`src/rtl/riscv_multicycle_ctrl_if.sv`:
```
// Control-path bundle between the multicycle RV32I control FSM and its datapath.
// The master modport is the controller side; the slave modport is the datapath side.
interface riscv_multicycle_ctrl_if #(
  parameter int CNT_W = 32
);
  logic [6:0]       i_opcode;
  logic [2:0]       i_funct3;
  logic             i_zero;
  logic             i_mem_ready;
  logic             o_pc_write;
  logic             o_ir_write;
  logic             o_iord;
  logic             o_mem_read;
  logic             o_mem_write;
  logic             o_reg_write;
  logic [1:0]       o_alu_src_a;
  logic [1:0]       o_alu_src_b;
  logic [1:0]       o_alu_op;
  logic [1:0]       o_result_src;
  logic [CNT_W-1:0] o_retired;
  logic             o_illegal_instr;
  logic             o_bus_error;
  logic [3:0]       o_state;

  modport master (
    input  i_opcode, i_funct3, i_zero, i_mem_ready,
    output o_pc_write, o_ir_write, o_iord, o_mem_read, o_mem_write, o_reg_write,
           o_alu_src_a, o_alu_src_b, o_alu_op, o_result_src,
           o_retired, o_illegal_instr, o_bus_error, o_state
  );

  modport slave (
    output i_opcode, i_funct3, i_zero, i_mem_ready,
    input  o_pc_write, o_ir_write, o_iord, o_mem_read, o_mem_write, o_reg_write,
           o_alu_src_a, o_alu_src_b, o_alu_op, o_result_src,
           o_retired, o_illegal_instr, o_bus_error, o_state
  );
endinterface

```
`src/rtl/riscv_multicycle_ctrl.sv`:
```
// Multicycle RV32I main control FSM: sequences fetch/decode/execute/memory/writeback,
// counts retired instructions and traps on illegal opcodes or memory timeouts.
module riscv_multicycle_ctrl #(
  parameter int CNT_W   = 32,
  parameter int TIMEOUT = 255
) (
  input  logic                          clk,
  input  logic                          reset,
  riscv_multicycle_ctrl_if.master       io_ctrl
);

  typedef enum logic [3:0] {
    S_FETCH    = 4'd0,
    S_DECODE   = 4'd1,
    S_MEMADR   = 4'd2,
    S_MEMREAD  = 4'd3,
    S_MEMWB    = 4'd4,
    S_MEMWRITE = 4'd5,
    S_EXECR    = 4'd6,
    S_EXECI    = 4'd7,
    S_ALUWB    = 4'd8,
    S_BRANCH   = 4'd9,
    S_JAL      = 4'd10,
    S_LUI      = 4'd11,
    S_TRAP     = 4'd15
  } state_t;

  localparam logic [6:0] OP_LW   = 7'b0000011;
  localparam logic [6:0] OP_SW   = 7'b0100011;
  localparam logic [6:0] OP_R    = 7'b0110011;
  localparam logic [6:0] OP_I    = 7'b0010011;
  localparam logic [6:0] OP_B    = 7'b1100011;
  localparam logic [6:0] OP_JAL  = 7'b1101111;
  localparam logic [6:0] OP_LUI  = 7'b0110111;

  // The wait counter holds completed wait cycles, so it never needs to exceed TIMEOUT-1.
  localparam int              WC_W    = (TIMEOUT > 1) ? $clog2(TIMEOUT) : 1;
  localparam bit              TO_EN   = (TIMEOUT > 0);
  localparam logic [WC_W-1:0] WC_LAST = WC_W'((TIMEOUT > 0) ? TIMEOUT - 1 : 0);

  state_t           r_state, w_next;
  logic [CNT_W-1:0] r_retired;
  logic             r_illegal, r_bus_err;
  logic [WC_W-1:0]  r_wcnt;

  logic       w_mem_wait, w_timeout, w_retire;
  logic       w_pc_write, w_ir_write, w_iord, w_mem_read, w_mem_write, w_reg_write;
  logic [1:0] w_alu_src_a, w_alu_src_b, w_alu_op, w_result_src;

  assign w_mem_wait = ((r_state == S_FETCH) || (r_state == S_MEMREAD) || (r_state == S_MEMWRITE))
                      && !io_ctrl.i_mem_ready;
  assign w_timeout  = TO_EN && w_mem_wait && (r_wcnt == WC_LAST);
  assign w_retire   = (w_next == S_FETCH) &&
                      (r_state inside {S_MEMWB, S_MEMWRITE, S_ALUWB, S_BRANCH, S_JAL, S_LUI});

  always_comb begin
    w_next       = r_state;
    w_pc_write   = 1'b0;
    w_ir_write   = 1'b0;
    w_iord       = 1'b0;
    w_mem_read   = 1'b0;
    w_mem_write  = 1'b0;
    w_reg_write  = 1'b0;
    w_alu_src_a  = 2'b00;
    w_alu_src_b  = 2'b00;
    w_alu_op     = 2'b00;
    w_result_src = 2'b00;
    case (r_state)
      S_FETCH: begin
        w_mem_read  = 1'b1;
        w_alu_src_b = 2'b10;
        if (io_ctrl.i_mem_ready) begin
          w_ir_write   = 1'b1;
          w_pc_write   = 1'b1;
          w_result_src = 2'b10;
          w_next       = S_DECODE;
        end else if (w_timeout) begin
          w_next = S_TRAP;
        end
      end
      S_DECODE: begin
        w_alu_src_a = 2'b01;
        w_alu_src_b = 2'b01;
        case (io_ctrl.i_opcode)
          OP_LW, OP_SW: w_next = S_MEMADR;
          OP_R:         w_next = S_EXECR;
          OP_I:         w_next = S_EXECI;
          OP_B:         w_next = S_BRANCH;
          OP_JAL:       w_next = S_JAL;
          OP_LUI:       w_next = S_LUI;
          default:      w_next = S_TRAP;
        endcase
      end
      S_MEMADR: begin
        w_alu_src_a = 2'b10;
        w_alu_src_b = 2'b01;
        w_next      = (io_ctrl.i_opcode == OP_LW) ? S_MEMREAD : S_MEMWRITE;
      end
      S_MEMREAD: begin
        w_mem_read = 1'b1;
        w_iord     = 1'b1;
        if (io_ctrl.i_mem_ready) w_next = S_MEMWB;
        else if (w_timeout)      w_next = S_TRAP;
      end
      S_MEMWB: begin
        w_reg_write  = 1'b1;
        w_result_src = 2'b01;
        w_next       = S_FETCH;
      end
      S_MEMWRITE: begin
        w_mem_write = 1'b1;
        w_iord      = 1'b1;
        if (io_ctrl.i_mem_ready) w_next = S_FETCH;
        else if (w_timeout)      w_next = S_TRAP;
      end
      S_EXECR: begin
        w_alu_src_a = 2'b10;
        w_alu_op    = 2'b10;
        w_next      = S_ALUWB;
      end
      S_EXECI: begin
        w_alu_src_a = 2'b10;
        w_alu_src_b = 2'b01;
        w_alu_op    = 2'b10;
        w_next      = S_ALUWB;
      end
      S_ALUWB: begin
        w_reg_write = 1'b1;
        w_next      = S_FETCH;
      end
      S_BRANCH: begin
        w_alu_src_a = 2'b10;
        w_alu_op    = 2'b01;
        // Only beq/bne are taken; other funct3 values fall through and still retire.
        w_pc_write  = ((io_ctrl.i_funct3 == 3'b000) &&  io_ctrl.i_zero) ||
                      ((io_ctrl.i_funct3 == 3'b001) && !io_ctrl.i_zero);
        w_next      = S_FETCH;
      end
      S_JAL: begin
        w_alu_src_a  = 2'b01;
        w_alu_src_b  = 2'b10;
        w_reg_write  = 1'b1;
        w_result_src = 2'b10;
        w_pc_write   = 1'b1;
        w_next       = S_FETCH;
      end
      S_LUI: begin
        w_reg_write  = 1'b1;
        w_alu_src_b  = 2'b01;
        w_result_src = 2'b10;
        w_next       = S_FETCH;
      end
      S_TRAP:  w_next = S_TRAP;
      default: w_next = S_TRAP;
    endcase
  end

  always_ff @(posedge clk or posedge reset) begin
    if (reset) begin
      r_state   <= S_FETCH;
      r_retired <= '0;
      r_illegal <= 1'b0;
      r_bus_err <= 1'b0;
      r_wcnt    <= '0;
    end else begin
      r_state <= w_next;
      r_wcnt  <= (TO_EN && w_mem_wait && !w_timeout) ? r_wcnt + 1'b1 : '0;
      if (w_retire)                                r_retired <= r_retired + 1'b1;
      if (r_state == S_DECODE && w_next == S_TRAP) r_illegal <= 1'b1;
      if (w_timeout)                               r_bus_err <= 1'b1;
    end
  end

  // Write strobes are forced low while reset is held, even though FETCH decode is live.
  assign io_ctrl.o_pc_write      = w_pc_write  & ~reset;
  assign io_ctrl.o_ir_write      = w_ir_write  & ~reset;
  assign io_ctrl.o_mem_write     = w_mem_write & ~reset;
  assign io_ctrl.o_reg_write     = w_reg_write & ~reset;
  assign io_ctrl.o_iord          = w_iord;
  assign io_ctrl.o_mem_read      = w_mem_read;
  assign io_ctrl.o_alu_src_a     = w_alu_src_a;
  assign io_ctrl.o_alu_src_b     = w_alu_src_b;
  assign io_ctrl.o_alu_op        = w_alu_op;
  assign io_ctrl.o_result_src    = w_result_src;
  assign io_ctrl.o_retired       = r_retired;
  assign io_ctrl.o_illegal_instr = r_illegal;
  assign io_ctrl.o_bus_error     = r_bus_err;
  assign io_ctrl.o_state         = r_state;

endmodule

```
`src/flat_wrapper.sv`:
```
// flat-port wrapper written by rule: the top's interface ports become plain ports
module riscv_multicycle_ctrl_flat 
#(
  parameter int CNT_W   = 32,
  parameter int TIMEOUT = 255
)
  (clk, reset, io_ctrl_i_opcode, io_ctrl_i_funct3, io_ctrl_i_zero, io_ctrl_i_mem_ready, io_ctrl_o_pc_write, io_ctrl_o_ir_write, io_ctrl_o_iord, io_ctrl_o_mem_read, io_ctrl_o_mem_write, io_ctrl_o_reg_write, io_ctrl_o_alu_src_a, io_ctrl_o_alu_src_b, io_ctrl_o_alu_op, io_ctrl_o_result_src, io_ctrl_o_retired, io_ctrl_o_illegal_instr, io_ctrl_o_bus_error, io_ctrl_o_state);
  riscv_multicycle_ctrl_if #(.CNT_W(CNT_W)) io_ctrl_i ();
  input  logic clk;
  input  logic reset;
  input wire logic [$bits(io_ctrl_i.i_opcode)-1:0] io_ctrl_i_opcode;
  input wire logic [$bits(io_ctrl_i.i_funct3)-1:0] io_ctrl_i_funct3;
  input wire logic [$bits(io_ctrl_i.i_zero)-1:0] io_ctrl_i_zero;
  input wire logic [$bits(io_ctrl_i.i_mem_ready)-1:0] io_ctrl_i_mem_ready;
  output wire logic [$bits(io_ctrl_i.o_pc_write)-1:0] io_ctrl_o_pc_write;
  output wire logic [$bits(io_ctrl_i.o_ir_write)-1:0] io_ctrl_o_ir_write;
  output wire logic [$bits(io_ctrl_i.o_iord)-1:0] io_ctrl_o_iord;
  output wire logic [$bits(io_ctrl_i.o_mem_read)-1:0] io_ctrl_o_mem_read;
  output wire logic [$bits(io_ctrl_i.o_mem_write)-1:0] io_ctrl_o_mem_write;
  output wire logic [$bits(io_ctrl_i.o_reg_write)-1:0] io_ctrl_o_reg_write;
  output wire logic [$bits(io_ctrl_i.o_alu_src_a)-1:0] io_ctrl_o_alu_src_a;
  output wire logic [$bits(io_ctrl_i.o_alu_src_b)-1:0] io_ctrl_o_alu_src_b;
  output wire logic [$bits(io_ctrl_i.o_alu_op)-1:0] io_ctrl_o_alu_op;
  output wire logic [$bits(io_ctrl_i.o_result_src)-1:0] io_ctrl_o_result_src;
  output wire logic [$bits(io_ctrl_i.o_retired)-1:0] io_ctrl_o_retired;
  output wire logic [$bits(io_ctrl_i.o_illegal_instr)-1:0] io_ctrl_o_illegal_instr;
  output wire logic [$bits(io_ctrl_i.o_bus_error)-1:0] io_ctrl_o_bus_error;
  output wire logic [$bits(io_ctrl_i.o_state)-1:0] io_ctrl_o_state;
  assign io_ctrl_i.i_opcode = io_ctrl_i_opcode;
  assign io_ctrl_i.i_funct3 = io_ctrl_i_funct3;
  assign io_ctrl_i.i_zero = io_ctrl_i_zero;
  assign io_ctrl_i.i_mem_ready = io_ctrl_i_mem_ready;
  assign io_ctrl_o_pc_write = io_ctrl_i.o_pc_write;
  assign io_ctrl_o_ir_write = io_ctrl_i.o_ir_write;
  assign io_ctrl_o_iord = io_ctrl_i.o_iord;
  assign io_ctrl_o_mem_read = io_ctrl_i.o_mem_read;
  assign io_ctrl_o_mem_write = io_ctrl_i.o_mem_write;
  assign io_ctrl_o_reg_write = io_ctrl_i.o_reg_write;
  assign io_ctrl_o_alu_src_a = io_ctrl_i.o_alu_src_a;
  assign io_ctrl_o_alu_src_b = io_ctrl_i.o_alu_src_b;
  assign io_ctrl_o_alu_op = io_ctrl_i.o_alu_op;
  assign io_ctrl_o_result_src = io_ctrl_i.o_result_src;
  assign io_ctrl_o_retired = io_ctrl_i.o_retired;
  assign io_ctrl_o_illegal_instr = io_ctrl_i.o_illegal_instr;
  assign io_ctrl_o_bus_error = io_ctrl_i.o_bus_error;
  assign io_ctrl_o_state = io_ctrl_i.o_state;
  riscv_multicycle_ctrl #(.CNT_W(CNT_W), .TIMEOUT(TIMEOUT)) u_core (.clk(clk), .reset(reset), .io_ctrl(io_ctrl_i));
endmodule
```
`config.mk`:
```
export PLATFORM = sky130hd
export DESIGN_NAME = riscv_multicycle_ctrl_flat
export DESIGN_NICKNAME = d
export VERILOG_FILES = /design/src/rtl/riscv_multicycle_ctrl_if.sv /design/src/rtl/riscv_multicycle_ctrl.sv /design/src/flat_wrapper.sv
export SDC_FILE = /design/constraint.sdc
export NUM_CORES = 1
export LEC_CHECK = 0
export CAP_MARGIN = 20
export CORE_MARGIN = 2
export CORE_UTILIZATION = 35
export CTS_CLUSTER_DIAMETER = 40
export CTS_CLUSTER_SIZE = 20
export DETAILED_ROUTE_END_ITERATION = 6
export PLACE_DENSITY = 0.6
export SYNTH_ARGS = -nofsm -noshare
export SYNTH_HDL_FRONTEND = slang
export SYNTH_SLANG_ARGS = --single-unit
```
`constraint.sdc`:
```
create_clock -name clk -period 2.3 [get_ports clk]
set_input_delay 0.345 -clock clk [delete_from_list [all_inputs] [get_ports clk]]
set_output_delay 0.345 -clock clk [all_outputs]
set_load 0.01 [all_outputs]
```
==> summary.txt, run 1 <==
Outcome
  • Outcome: completed

STA
  • Final hold viol count: 0
  • Final WS setup: 71.5 ps
  • Final Setup Violations: 0
  • Slew HR: between 70% and 80%
  • Final min period: between 2000 and 2500 ps
  • Slew @ Worst Pin: 325 ps
  • Max frequency: 449 MHz
  • Hold slack: 487 ps
  • Period utilization: 96.9%
  • Slew Viols, Final: 0
  • Final Skew: 5.09 ps

Setup path
  • Slowest stage delay, CP: 480 ps
  • Crit path capture type: flip-flop
  • Worst-path cell chain: clkdlybuf4s50_1 -> nand2_1 -> or4_4 -> o221ai_4 -> nand3_1 -> buf_4 -> nor4_1 -> xor2_1
  • CP Class: in2reg
  • Data arrival, critical path: 2450 ps
  • Slowest CP cell: clkdlybuf4s50_1
  • CP bufs+invs: 2
  • Crit path from: io_ctrl_i_opcode[1]
  • Max Fanout on Critical Path: 12
  • CP delay by family, top: simple AND/OR/NAND/NOR gates
  • Worst endpoint required time: around 2500 ps
  • CP startpoint kind: input pin
  • Reg-to-Reg Start: u_core.io_ctrl.o_state[1]

GRT
  • Total Routing Usage GR: 16.3%
  • Total gr overflow: 0
  • Vias in the first global route: 2327
  • Largest net degree at the start of global routing: 47
  • First-pass GRT wire length: ~11000 um
  • Initial antenna violation count: 0

Yosys
  • Synth warn: 0
  • Post-synthesis sequential area ratio: 44.8%
  • Syn avg cell area: 9.49 sq um
  • Synth cell count leaders: dfrtp_1, nor2_1, xor2_1, nand2_1, nand3_1
  • Main synth FF type: dfrtp_1
  • Count leader, synth: dfrtp_1
  • Synth area leader: dfrtp_1
  • Top post-synthesis cells by area: dfrtp_1, xor2_1, xnor2_1
  • Post-synthesis cell type count: 46
  • Post-synth top area share: between 40 and 50%
  • Synthesized Nets: between 200 and 300
  • Number of synthesized flops with an enable pin: 0
  • Ys async rst share: 100%
  • Gate Count Post-Synth: 271
  • Synthesized cell area: 2570 sq um
  • Yosys reg bits: 46

Placed design
  • HPWL after detailed placement: 4570 um
  • Routability Congestion: 0.799
  • Placed cell area: ~3500 sq um
  • DP Worst Slack: -280 ps
  • Input/output buffers: 65

Floorplanning
  • Row cnt: 31
  • I/O Pins: 66
  • Core footprint: 7180 sq um
  • Die Ht: about 90 um
  • Die Width: 89.7 um
  • Die area: a little over 8000 sq um
  • Initial Util: 35.8%

Layout
  • Layout fillers: 659
  • Layout cells sized above 1: 18.5%
  • Fin nets: 390
  • Register area: 1160 sq um
  • Area grow syn2layout: 45.4%
  • Multi-input logic area: 1390 sq um
  • Final instance area: 3740 sq um
  • Inserted Diodes: 0

Route
  • WL/cell: around 13 um
  • First-pass detailed-route iteration total: 4
  • Initial DRC count: between 50 and 60
  • Routed WL: 6220 um
  • DRC violations left: 0
  • DR vias: 2279
  • Vias per inst: 4.83
  • Antenna-violating nets left: 0

Clocking
  • Root buf cell: clkbuf_8
  • Clock transition at path regs: around 80 ps
  • Worst-case clock buffer depth: 2
  • CTS buffer count: 5
  • CTS tree: built
  • Sink Count: 46
  • H-tree depth: 2
  • Hold Buf Count CTS: 0
  • Worst-skew pair later-pin latency: 290 ps

Power and ir drop
  • Power Internal: approximately 2 mW
  • Sequential share of power: 33.2%
  • Net switching power: 1.25 mW
  • Power Dens Cells: a little under 900 nW/um^2
  • Max IR drop VDD: 0.411 mV
  • Switch share: around 38%
  • Combinational share of power: a little over half
  • Leak pwr: 1.68 nW
  • Clock power share: approximately 14%

Job
  • Max Cap Viol: 0

Hold path
  • Worst hold start: u_core.io_ctrl.o_illegal_instr
  • Hold crit path type: reg2reg
==> flip-flops by register name, summed over array words and instances, names as in the netlist <==
| signal | cells |
|---|---|
| u_core.io_ctrl.o_retired | 32 |
| u_core.r_wcnt | 8 |
| u_core.io_ctrl.o_state | 4 |
| u_core.io_ctrl.o_bus_error | 1 |
| u_core.io_ctrl.o_illegal_instr | 1 |
==> what timing repair did <==
action | in CTS | in global routing
pin swaps | 0 | 1
buffers inserted | 3 | 4
resized for setup | 7 | 13
endpoints found under the setup margin | 4 | 11
==> routing by layer <==
metal	track usage, %	part of all wire [%]	routed length [um]	up-vias
met2	25.3	46	2870	53
met1	23.3	49	3070	1072
met3	3.77	4.3	265	2
met5	0	0	0	-
met4	3.72	0.40	25	0
li1	-	-	-	1152
==> power groups by stage <==
stage | registers, mW | clock network (mW) | logic (mW)
2_1_floorplan | 1.11 | 0 | 0.842
3_3_place_gp | 1.12 | 0 | 1.55
3_5_place_dp | 1.13 | 0 | 1.56
4_1_cts | 1.11 | 0.487 | 1.60
5_1_grt | 1.11 | 0.520 | 1.90
6_report | 1.08 | 0.463 | 1.72
==> area by class of cell <==
class / instances / share of cell area [%]
clock buffer: 5 / 1.84
sequential: 46 / 30.9
timing repair buffer: 102 / 25.2
clock inverter: 2 / 0.268
inverter: 11 / 1.10
multi-input combinational: 207 / 37.3
tap: 99 / 3.31
==> metrics by stage <==
step / instances / TNS, ps / power [mW] / utilization, %
after floorplan: 271 / 0 / 1.95 / -
after global placement: 458 / -2970 / 2.67 / 49.4
after detailed placement: 458 / -3630 / 2.68 / 49.4
after CTS: 468 / 0 / 3.20 / 50.9
after global routing: 472 / -1.43 / 3.53 / 52.1
final: 472 / 0 / 3.26 / 52.1
==> layout by cell type, fill, tap and decap left out, types with 2 or more instances in the layout <==
cell,n
buf_4,35
ha_1,3
dlygate4sd2_1,2
nor4_1,2
and3_1,4
dlymetal6s2s_1,3
or4_4,2
o21ai_0,6
nand4_1,9
dfrtp_2,4
and2_1,3
nand2b_1,8
or2_2,3
xor2_1,23
nor3_1,17
nor2b_1,2
nand3_1,18
a21oi_1,7
nor2_1,26
dfrtp_1,42
clkinv_2,2
nor3b_1,4
clkbuf_8,5
clkdlybuf4s50_1,60
inv_1,10
xnor2_1,15
nor2_2,3
and4_1,6
nand2_1,20
==> kinds of logic (layout without fill, tap and decap cells) <==
logic type,count (synthesis),after routing,share of synthesized area [%]
fa+ha+maj,3,3,1.46
buf+inv,18,120,3.07
simple gates,139,139,29.6
flops,46,46,44.8
xor+xnor,39,39,13.6
compound gates,26,26,7.49
==> final timing paths <==
path,slack [ps],cells past startpoint,endpoint
max,70,8,u_core.io_ctrl.o_retired[16]
min,490,1,u_core.io_ctrl.o_illegal_instr
max reg2reg,120,7,u_core.io_ctrl.o_retired[13]
min reg2reg,490,1,u_core.io_ctrl.o_illegal_instr
max in group asynchronous,1510,3,u_core.io_ctrl.o_state[3]
min in group asynchronous,540,3,u_core.io_ctrl.o_state[0]
Note: power is estimated with default switching activity, not from simulation.
==> inputs of run 2 (changes only) <==
--- a/config.mk
+++ b/config.mk
@@ -12,6 +12,7 @@
 export CTS_CLUSTER_SIZE = 20
 export DETAILED_ROUTE_END_ITERATION = 6
 export PLACE_DENSITY = 0.6
+export SKIP_LAST_GASP = 1
 export SYNTH_ARGS = -nofsm -noshare
 export SYNTH_HDL_FRONTEND = slang
 export SYNTH_SLANG_ARGS = --single-unit
==> run 2 against run 1 <==
Compared with the run above:
- clock skew barely moved
- critical path depth fell by 1
- die area did not move
- utilization fell by 0.087 points
- first-iteration DRC count did not move
- via count fell by 0.18%
- sequential power barely moved
- largest cell class unchanged
- highest routed layer unchanged
- register-to-register slack got worse by 80 ps
- hold slack barely moved
==> summary.txt, run 2 (synthesis results as in run 1) <==
Setup path
  • CP Class: reg2reg
  • CP bufs+invs: 1 (-1)
  • Worst R2R Path Depth: 7 (unchanged)
  • Crit path capture type: flip-flop
  • Slowest CP cell: or4_1
  • Slowest stage delay, CP: 530 ps (+50 ps)
  • R2R Setup Slk: 40 ps (-80 ps)
  • Worst Setup EP: u_core.io_ctrl.o_retired[13]
  • Crit path from: u_core.io_ctrl.o_state[1]
  • Data arrival, critical path: 2440 ps (about the same)
  • CP startpoint kind: flip-flop
  • Worst R2R End: u_core.io_ctrl.o_retired[13]
  • CP Depth: 7 (-1)
  • CP delay by family, top: simple AND/OR/NAND/NOR gates
  • Worst-path cell chain: buf_4 -> or4_1 -> o22ai_2 -> a21oi_4 -> and3_2 -> and4_1 -> xor2_1
  • Max Fanout on Critical Path: 9 (-3)
  • Worst endpoint required time: 2480 ps (-40 ps)
  • Reg-to-Reg Start: u_core.io_ctrl.o_state[1]

GRT
  • Total gr overflow: 0 (unchanged)
  • Largest net degree at the start of global routing: 47 (unchanged)
  • Vias in the first global route: 2325 (-0.086%)
  • Initial antenna violation count: 0 (unchanged)
  • First-pass GRT wire length: 11100 um (-0.25%)
  • Total Routing Usage GR: 16.2% (-0.054 points)

Layout
  • Inserted Diodes: 0 (unchanged)
  • Layout fillers: 660 (+0.15%)
  • Multi-input logic area: 1390 sq um (-0.27%)
  • Fin nets: 390 (unchanged)
  • Commonest cells after routing, fill and taps aside: clkdlybuf4s50_1, dfrtp_1, buf_4
  • Most common cell after layout, fill and taps aside: clkdlybuf4s50_1
  • Register area: 1160 sq um (unchanged)
  • Area grow syn2layout: 45.1%
  • Largest register FFs: 32 (unchanged)
  • Layout cells sized above 1: 18.5% (unchanged)

STA
  • Period utilization: 98.3% (+1.4 points)
  • Final WS setup: 39.9 ps (-31.6 ps)
  • Slew Viols, Final: 0 (unchanged)
  • Final Setup Violations: 0 (unchanged)
  • Final min period: 2260 ps (+31.6 ps)
  • Hold slack: 487 ps (-0.00400 ps)
  • RSZ-0062 raised after global routing: yes
  • Max frequency: 442 MHz (-1.4%)
  • Slew HR: 78.1% (about the same)
  • Final hold viol count: 0 (unchanged)
  • Final Skew: 5.02 ps (-0.0673 ps)
  • Slew @ Worst Pin: 325 ps (-0.190 ps)

Floorplanning
  • Row cnt: 31 (unchanged)
  • Die Width: 89.7 um (unchanged)
  • Die Ht: 89.7 um (unchanged)
  • Die area: 8050 sq um (unchanged)
  • Initial Util: 35.8% (unchanged)
  • Core footprint: 7180 sq um (unchanged)
  • I/O Pins: 66 (unchanged)

Clocking
  • Root buf cell: clkbuf_8
  • CTS tree: built
  • CTS buffer count: 5 (unchanged)
  • Hold Buf Count CTS: 0 (unchanged)
  • Worst-skew pair later-pin latency: 290 ps (about the same)
  • Sink Count: 46 (unchanged)
  • Worst-case clock buffer depth: 2 (unchanged)
  • H-tree depth: 2 (unchanged)
  • Clock transition at path regs: 80 ps (about the same)

Power and ir drop
  • Clock power share: 14.2% (about the same)
  • Power Internal: 2.00 mW (-0.41%)
  • Power Dens Cells: 871 nW/um^2 (-0.19%)
  • Net switching power: 1.25 mW (-0.26%)
  • Sequential share of power: 33.3% (about the same)
  • Leak pwr: 1.67 nW (-1.0%)
  • Switch share: 38.5% (about the same)
  • Max IR drop VDD: 0.412 mV (about the same)
  • Overall power: 3.25 mW (-0.35%)
  • Combinational share of power: 52.4% (-0.2 points)

Placed design
  • HPWL after detailed placement: 4570 um (unchanged)
  • DP Worst Slack: -280 ps (unchanged)
  • Input/output buffers: 65 (unchanged)
  • Routability Congestion: 0.799 (unchanged)

Job
  • Max Cap Viol: 0 (unchanged)

Route
  • DRC violations left: 0 (unchanged)
  • First-pass detailed-route iteration total: 4 (unchanged)
  • Antenna-violating nets left: 0 (unchanged)
  • Initial DRC count: 58 (unchanged)
  • Routed WL: 6230 um (about the same)
  • DR vias: 2275 (-0.18%)
  • WL/cell: 13.2 um (about the same)
  • Vias per inst: 4.82 (-0.18%)

Outcome
  • Outcome: completed

Hold path
  • Hold crit path type: reg2reg
==> run 2: cell types whose count changed in the layout (fill, tap and decap cells not counted) <==
cell / previous run / this run
clkdlybuf4s50_1: 60 / 61
and3_4: 1 / 0
dlymetal6s2s_1: 3 / 2
and3_2: 0 / 1
==> run 2: cell type report <==
type	instances	area share [%]
sequential	46	31.0
clock inverter	2	0.268
tap	99	3.32
multi-input combinational	207	37.3
clock buffer	5	1.84
timing repair buffer	102	25.2
inverter	11	1.11
==> run 2: per-stage QoR <==
step | instances | util, % | cell area (sq um) | setup TNS, ps
finish | 472 | 52.0 | 3730 | 0
global route | 472 | 52.0 | 3730 | -148
CTS | 468 | 50.8 | 3650 | -11.0
detailed placement | 458 | 49.4 | 3550 | -3630
global placement | 458 | 49.4 | 3550 | -2970
floorplan | 271 | - | 2570 | 0
==> run 2: per-layer routing <==
layer  part of all wire [%]  global-route usage [%]  up-vias  wire length, um
met5                      0                       0        -                0
met3                    4.2                    3.77        2              260
met1                     50                    23.2     1068             3080
met4                   0.40                    3.72        0               25
li1                       -                       -     1152                -
met2                     46                    25.1       53             2860
==> run 2: how the worst min path moves through the flow <==
stage / from / to / slack, ps / cells past startpoint
6_report: u_core.io_ctrl.o_illegal_instr / u_core.io_ctrl.o_illegal_instr / 490 / 1
4_1_cts: u_core.io_ctrl.o_bus_error / u_core.io_ctrl.o_bus_error / 490 / 1
5_1_grt: u_core.io_ctrl.o_illegal_instr / u_core.io_ctrl.o_illegal_instr / 520 / 1
3_5_place_dp: u_core.io_ctrl.o_bus_error / u_core.io_ctrl.o_bus_error / 470 / 1
2_1_floorplan: u_core.r_wcnt[0] / u_core.r_wcnt[0] / 490 / 1
3_3_place_gp: u_core.io_ctrl.o_illegal_instr / u_core.io_ctrl.o_illegal_instr / 470 / 1
==> run 2: power groups by stage <==
| stage | registers (mW) | logic [mW] | clock network [mW] |
|---|---|---|---|
| after global routing | 1.11 | 1.89 | 0.520 |
| after floorplan | 1.11 | 0.842 | 0 |
| after CTS | 1.11 | 1.59 | 0.487 |
| after detailed placement | 1.13 | 1.56 | 0 |
| after global placement | 1.12 | 1.55 | 0 |
| final | 1.08 | 1.70 | 0.463 |
==> run 2: what timing repair did <==
action | CTS | global route
pin swaps | 0 | 1
gates resized for setup | 6 | 12
setup endpoints to repair | 4 | 11
hold endpoints to repair | 0 | 0
buffers inserted | 3 | 4
gates cloned | 0 | 0
==> run 2: worst register-to-register path: stages (launching register included) <==
cell and delay [ps]:
dfrtp_2 470, buf_4 160, or4_1 530, o22ai_2 230, a21oi_4 110, and3_2 300
and4_1 220, xor2_1 140
==> inputs of run 3 (changes only) <==
--- a/config.mk
+++ b/config.mk
@@ -6,6 +6,7 @@
 export NUM_CORES = 1
 export LEC_CHECK = 0
 export CAP_MARGIN = 20
+export CORE_ASPECT_RATIO = 1.2
 export CORE_MARGIN = 2
 export CORE_UTILIZATION = 35
 export CTS_CLUSTER_DIAMETER = 40
==> run 3 against run 2 <==
Compared with the run above:
- cell count shrank 2.5%
- register-to-register slack is essentially flat
- flip-flop and latch count is the same
- sequential share of layout area shrank 0.17 points
- hold slack lost 6.1 ps
- sequential power is essentially flat
- cell area grew 0.44%
- fmax grew 0.59%
- wire length is the same
- non-clock buffer count shrank 4
- largest power group unchanged
==> summary.txt, run 3 (synthesis results as in run 1) <==
Route
  • DRC violations left: 0 (unchanged)
  • Initial DRC count: 55 (-5.2%)
  • Vias per inst: 5.01 (+3.9%)
  • WL/cell: 13.5 um (+2.6%)
  • Routed WL: 6230 um (unchanged)
  • DR vias: 2303 (+1.2%)
  • Antenna-violating nets left: 0 (unchanged)
  • First-pass detailed-route iteration total: 4 (unchanged)

Setup path
  • CP bufs+invs: 1 (unchanged)
  • Slowest stage delay, CP: 520 ps (about the same)
  • Worst-path cell chain: buf_4 -> or4_1 -> o22ai_2 -> a21oi_4 -> and3_2 -> and4_1 -> xor2_1
  • Worst endpoint required time: 2490 ps (about the same)
  • Slowest CP cell: or4_1
  • Reg-to-Reg Start: u_core.io_ctrl.o_state[2]
  • CP Class: reg2reg
  • Worst R2R Path Depth: 7 (unchanged)
  • CP startpoint kind: flip-flop
  • Data arrival, critical path: 2430 ps (about the same)
  • R2R Setup Slk: 50 ps (about the same)
  • Max Fanout on Critical Path: 9 (unchanged)
  • Crit path capture type: flip-flop
  • CP delay by family, top: simple AND/OR/NAND/NOR gates
  • Worst R2R End: u_core.io_ctrl.o_retired[13]

Hold path
  • Hold crit path type: reg2reg
  • Worst hold start: u_core.io_ctrl.o_bus_error
  • Hold Crit Depth: 1 (unchanged)
  • Hold Path End: u_core.io_ctrl.o_bus_error

STA
  • Final Setup Violations: 0 (unchanged)
  • Hold slack: 481 ps (-6.14 ps)
  • Period utilization: 97.7% (-0.58 points)
  • Final Skew: 6.92 ps (+1.90 ps)
  • Slew @ Worst Pin: 346 ps (+21.8 ps)
  • Max frequency: 445 MHz (+0.59%)
  • Slew Viols, Final: 0 (unchanged)
  • Final hold viol count: 0 (unchanged)
  • Slew HR: 76.8% (-1.3 points)
  • RSZ-0062 raised after global routing: no
  • Final setup TNS: 0 ps (unchanged)
  • Final min period: 2250 ps (-13.3 ps)

Power and ir drop
  • Net switching power: 1.28 mW (+2.0%)
  • Overall power: 3.36 mW (+3.5%)
  • Power Dens Cells: 898 nW/um^2 (+3.0%)
  • Clock power share: 18.0% (+3.8 points)
  • Max IR drop VDD: 0.592 mV (+44%)
  • Power Internal: 2.09 mW (+4.4%)
  • Switch share: 37.9% (-0.57 points)
  • Leak pwr: 1.71 nW (+2.8%)
  • Sequential share of power: 31.8% (-1.5 points)
  • Combinational share of power: 50.3% (-2.1 points)

Clocking
  • H-tree depth: 2 (unchanged)
  • CTS buffer count: 5 (unchanged)
  • Clock transition at path regs: 90 ps (about the same)
  • Worst-skew pair later-pin latency: 300 ps (about the same)
  • Sink Count: 46 (unchanged)
  • Root buf cell: clkbuf_8
  • CTS tree: built
  • Worst-case clock buffer depth: 2 (unchanged)
  • Hold Buf Count CTS: 0 (unchanged)

Layout
  • Final Non-Filler Cells: 460 (-2.5%)
  • Fin nets: 386 (-1.0%)
  • Area grow syn2layout: 45.7%
  • Most common cell after layout, fill and taps aside: clkdlybuf4s50_1
  • Inserted Diodes: 0 (unchanged)
  • Final Util: 52.1% (+0.13 points)
  • Largest register FFs: 32 (unchanged)
  • Layout cells sized above 1: 17.8% (-0.66 points)
  • Commonest cells after routing, fill and taps aside: clkdlybuf4s50_1, dfrtp_1, buf_4

Placed design
  • Input/output buffers: 65 (unchanged)
  • Cells after DPL: 449 (-2.0%)
  • HPWL after detailed placement: 4620 um (+1.0%)
  • Routability Congestion: 0.774 (-3.1%)

Floorplanning
  • I/O Pins: 66 (unchanged)
  • Die area: 8050 sq um (about the same)
  • Core footprint: 7190 sq um (+0.19%)
  • Row cnt: 34 (+9.7%)
  • Die Ht: 97.9 um (+9.1%)
  • Die Width: 82.2 um (-8.3%)
  • Initial Util: 35.8% (-0.069 points)

GRT
  • Vias in the first global route: 2348 (+0.99%)
  • Largest net degree at the start of global routing: 47 (unchanged)
  • Initial antenna violation count: 0 (unchanged)
  • First-pass GRT wire length: 10600 um (-4.1%)
  • Total Routing Usage GR: 16.6% (+0.43 points)
  • Total gr overflow: 0 (unchanged)

Job
  • Max Cap Viol: 0 (unchanged)

Outcome
  • Outcome: completed
[run 3: cell types whose count changed in the layout (fill, tap and decap cells not counted), moves of 3 or more]
cell	change
buf_4	-3
clkdlybuf4s50_1	-8
dlygate4sd2_1	+4
dlymetal6s2s_1	+4
[run 3: how the worst max path moves through the flow]
stage,start,to,slack [ps],cells past startpoint
after floorplan,u_core.io_ctrl.o_state[1],u_core.io_ctrl.o_retired[13],160,7
after global routing,u_core.io_ctrl.o_state[3],io_ctrl_o_alu_src_a[1],3,5
after detailed placement,io_ctrl_i_opcode[3],u_core.io_ctrl.o_retired[31],-300,6
after CTS,io_ctrl_i_opcode[3],u_core.io_ctrl.o_retired[31],30,6
after global placement,io_ctrl_i_opcode[3],u_core.io_ctrl.o_retired[31],-260,6
final,u_core.io_ctrl.o_state[2],u_core.io_ctrl.o_retired[13],50,7
[run 3: final cells by class]
type | count | area [sq um]
Fill cell | 676 | 3440
Multi-Input combinational cell | 207 | 1410
Sequential cell | 46 | 1150
Timing Repair Buffer | 98 | 918
Tap cell | 90 | 113
Clock buffer | 6 | 72.6
Inverter | 11 | 41.3
Clock inverter | 2 | 37.5
[run 3: worst reg2reg max path: stages, from the launching register on]
cell and delay [ps]:
dfrtp_2 450, buf_4 170, or4_1 520, o22ai_2 230
a21oi_4 110, and3_2 300, and4_1 220, xor2_1 130
[run 3: repair_timing]
item                                    4_1_cts  5_1_grt
endpoints found under the setup margin        9       13
resized for setup                            10       17
hold endpoints to repair                      0        0
setup buffers                                 3        0
pin swaps                                     0        3
[run 3: routing by layer]
layer	wire length [um]	GRT usage [%]	vias to the layer above
met1	2730	21.3	1103
met4	132	6.79	0
met2	3060	27.5	52
met5	0	0	-
li1	-	-	1138
met3	306	2.50	10
[run 3: power groups by stage]
stage	clock, mW	sequential [mW]	combinational (mW)
6_report	0.605	1.07	1.69
5_1_grt	0.647	1.09	1.86
4_1_cts	0.623	1.07	1.67
3_5_place_dp	0	1.10	1.63
3_3_place_gp	0	1.10	1.62
2_1_floorplan	0	1.11	0.842
[run 3: per-stage QoR]
stage,setup WS (ps),cell area (sq um)
after global routing,2.98,3750
after floorplan,155,2570
final,53.2,3750
after detailed placement,-304,3530
after global placement,-264,3530
after CTS,27.5,3670
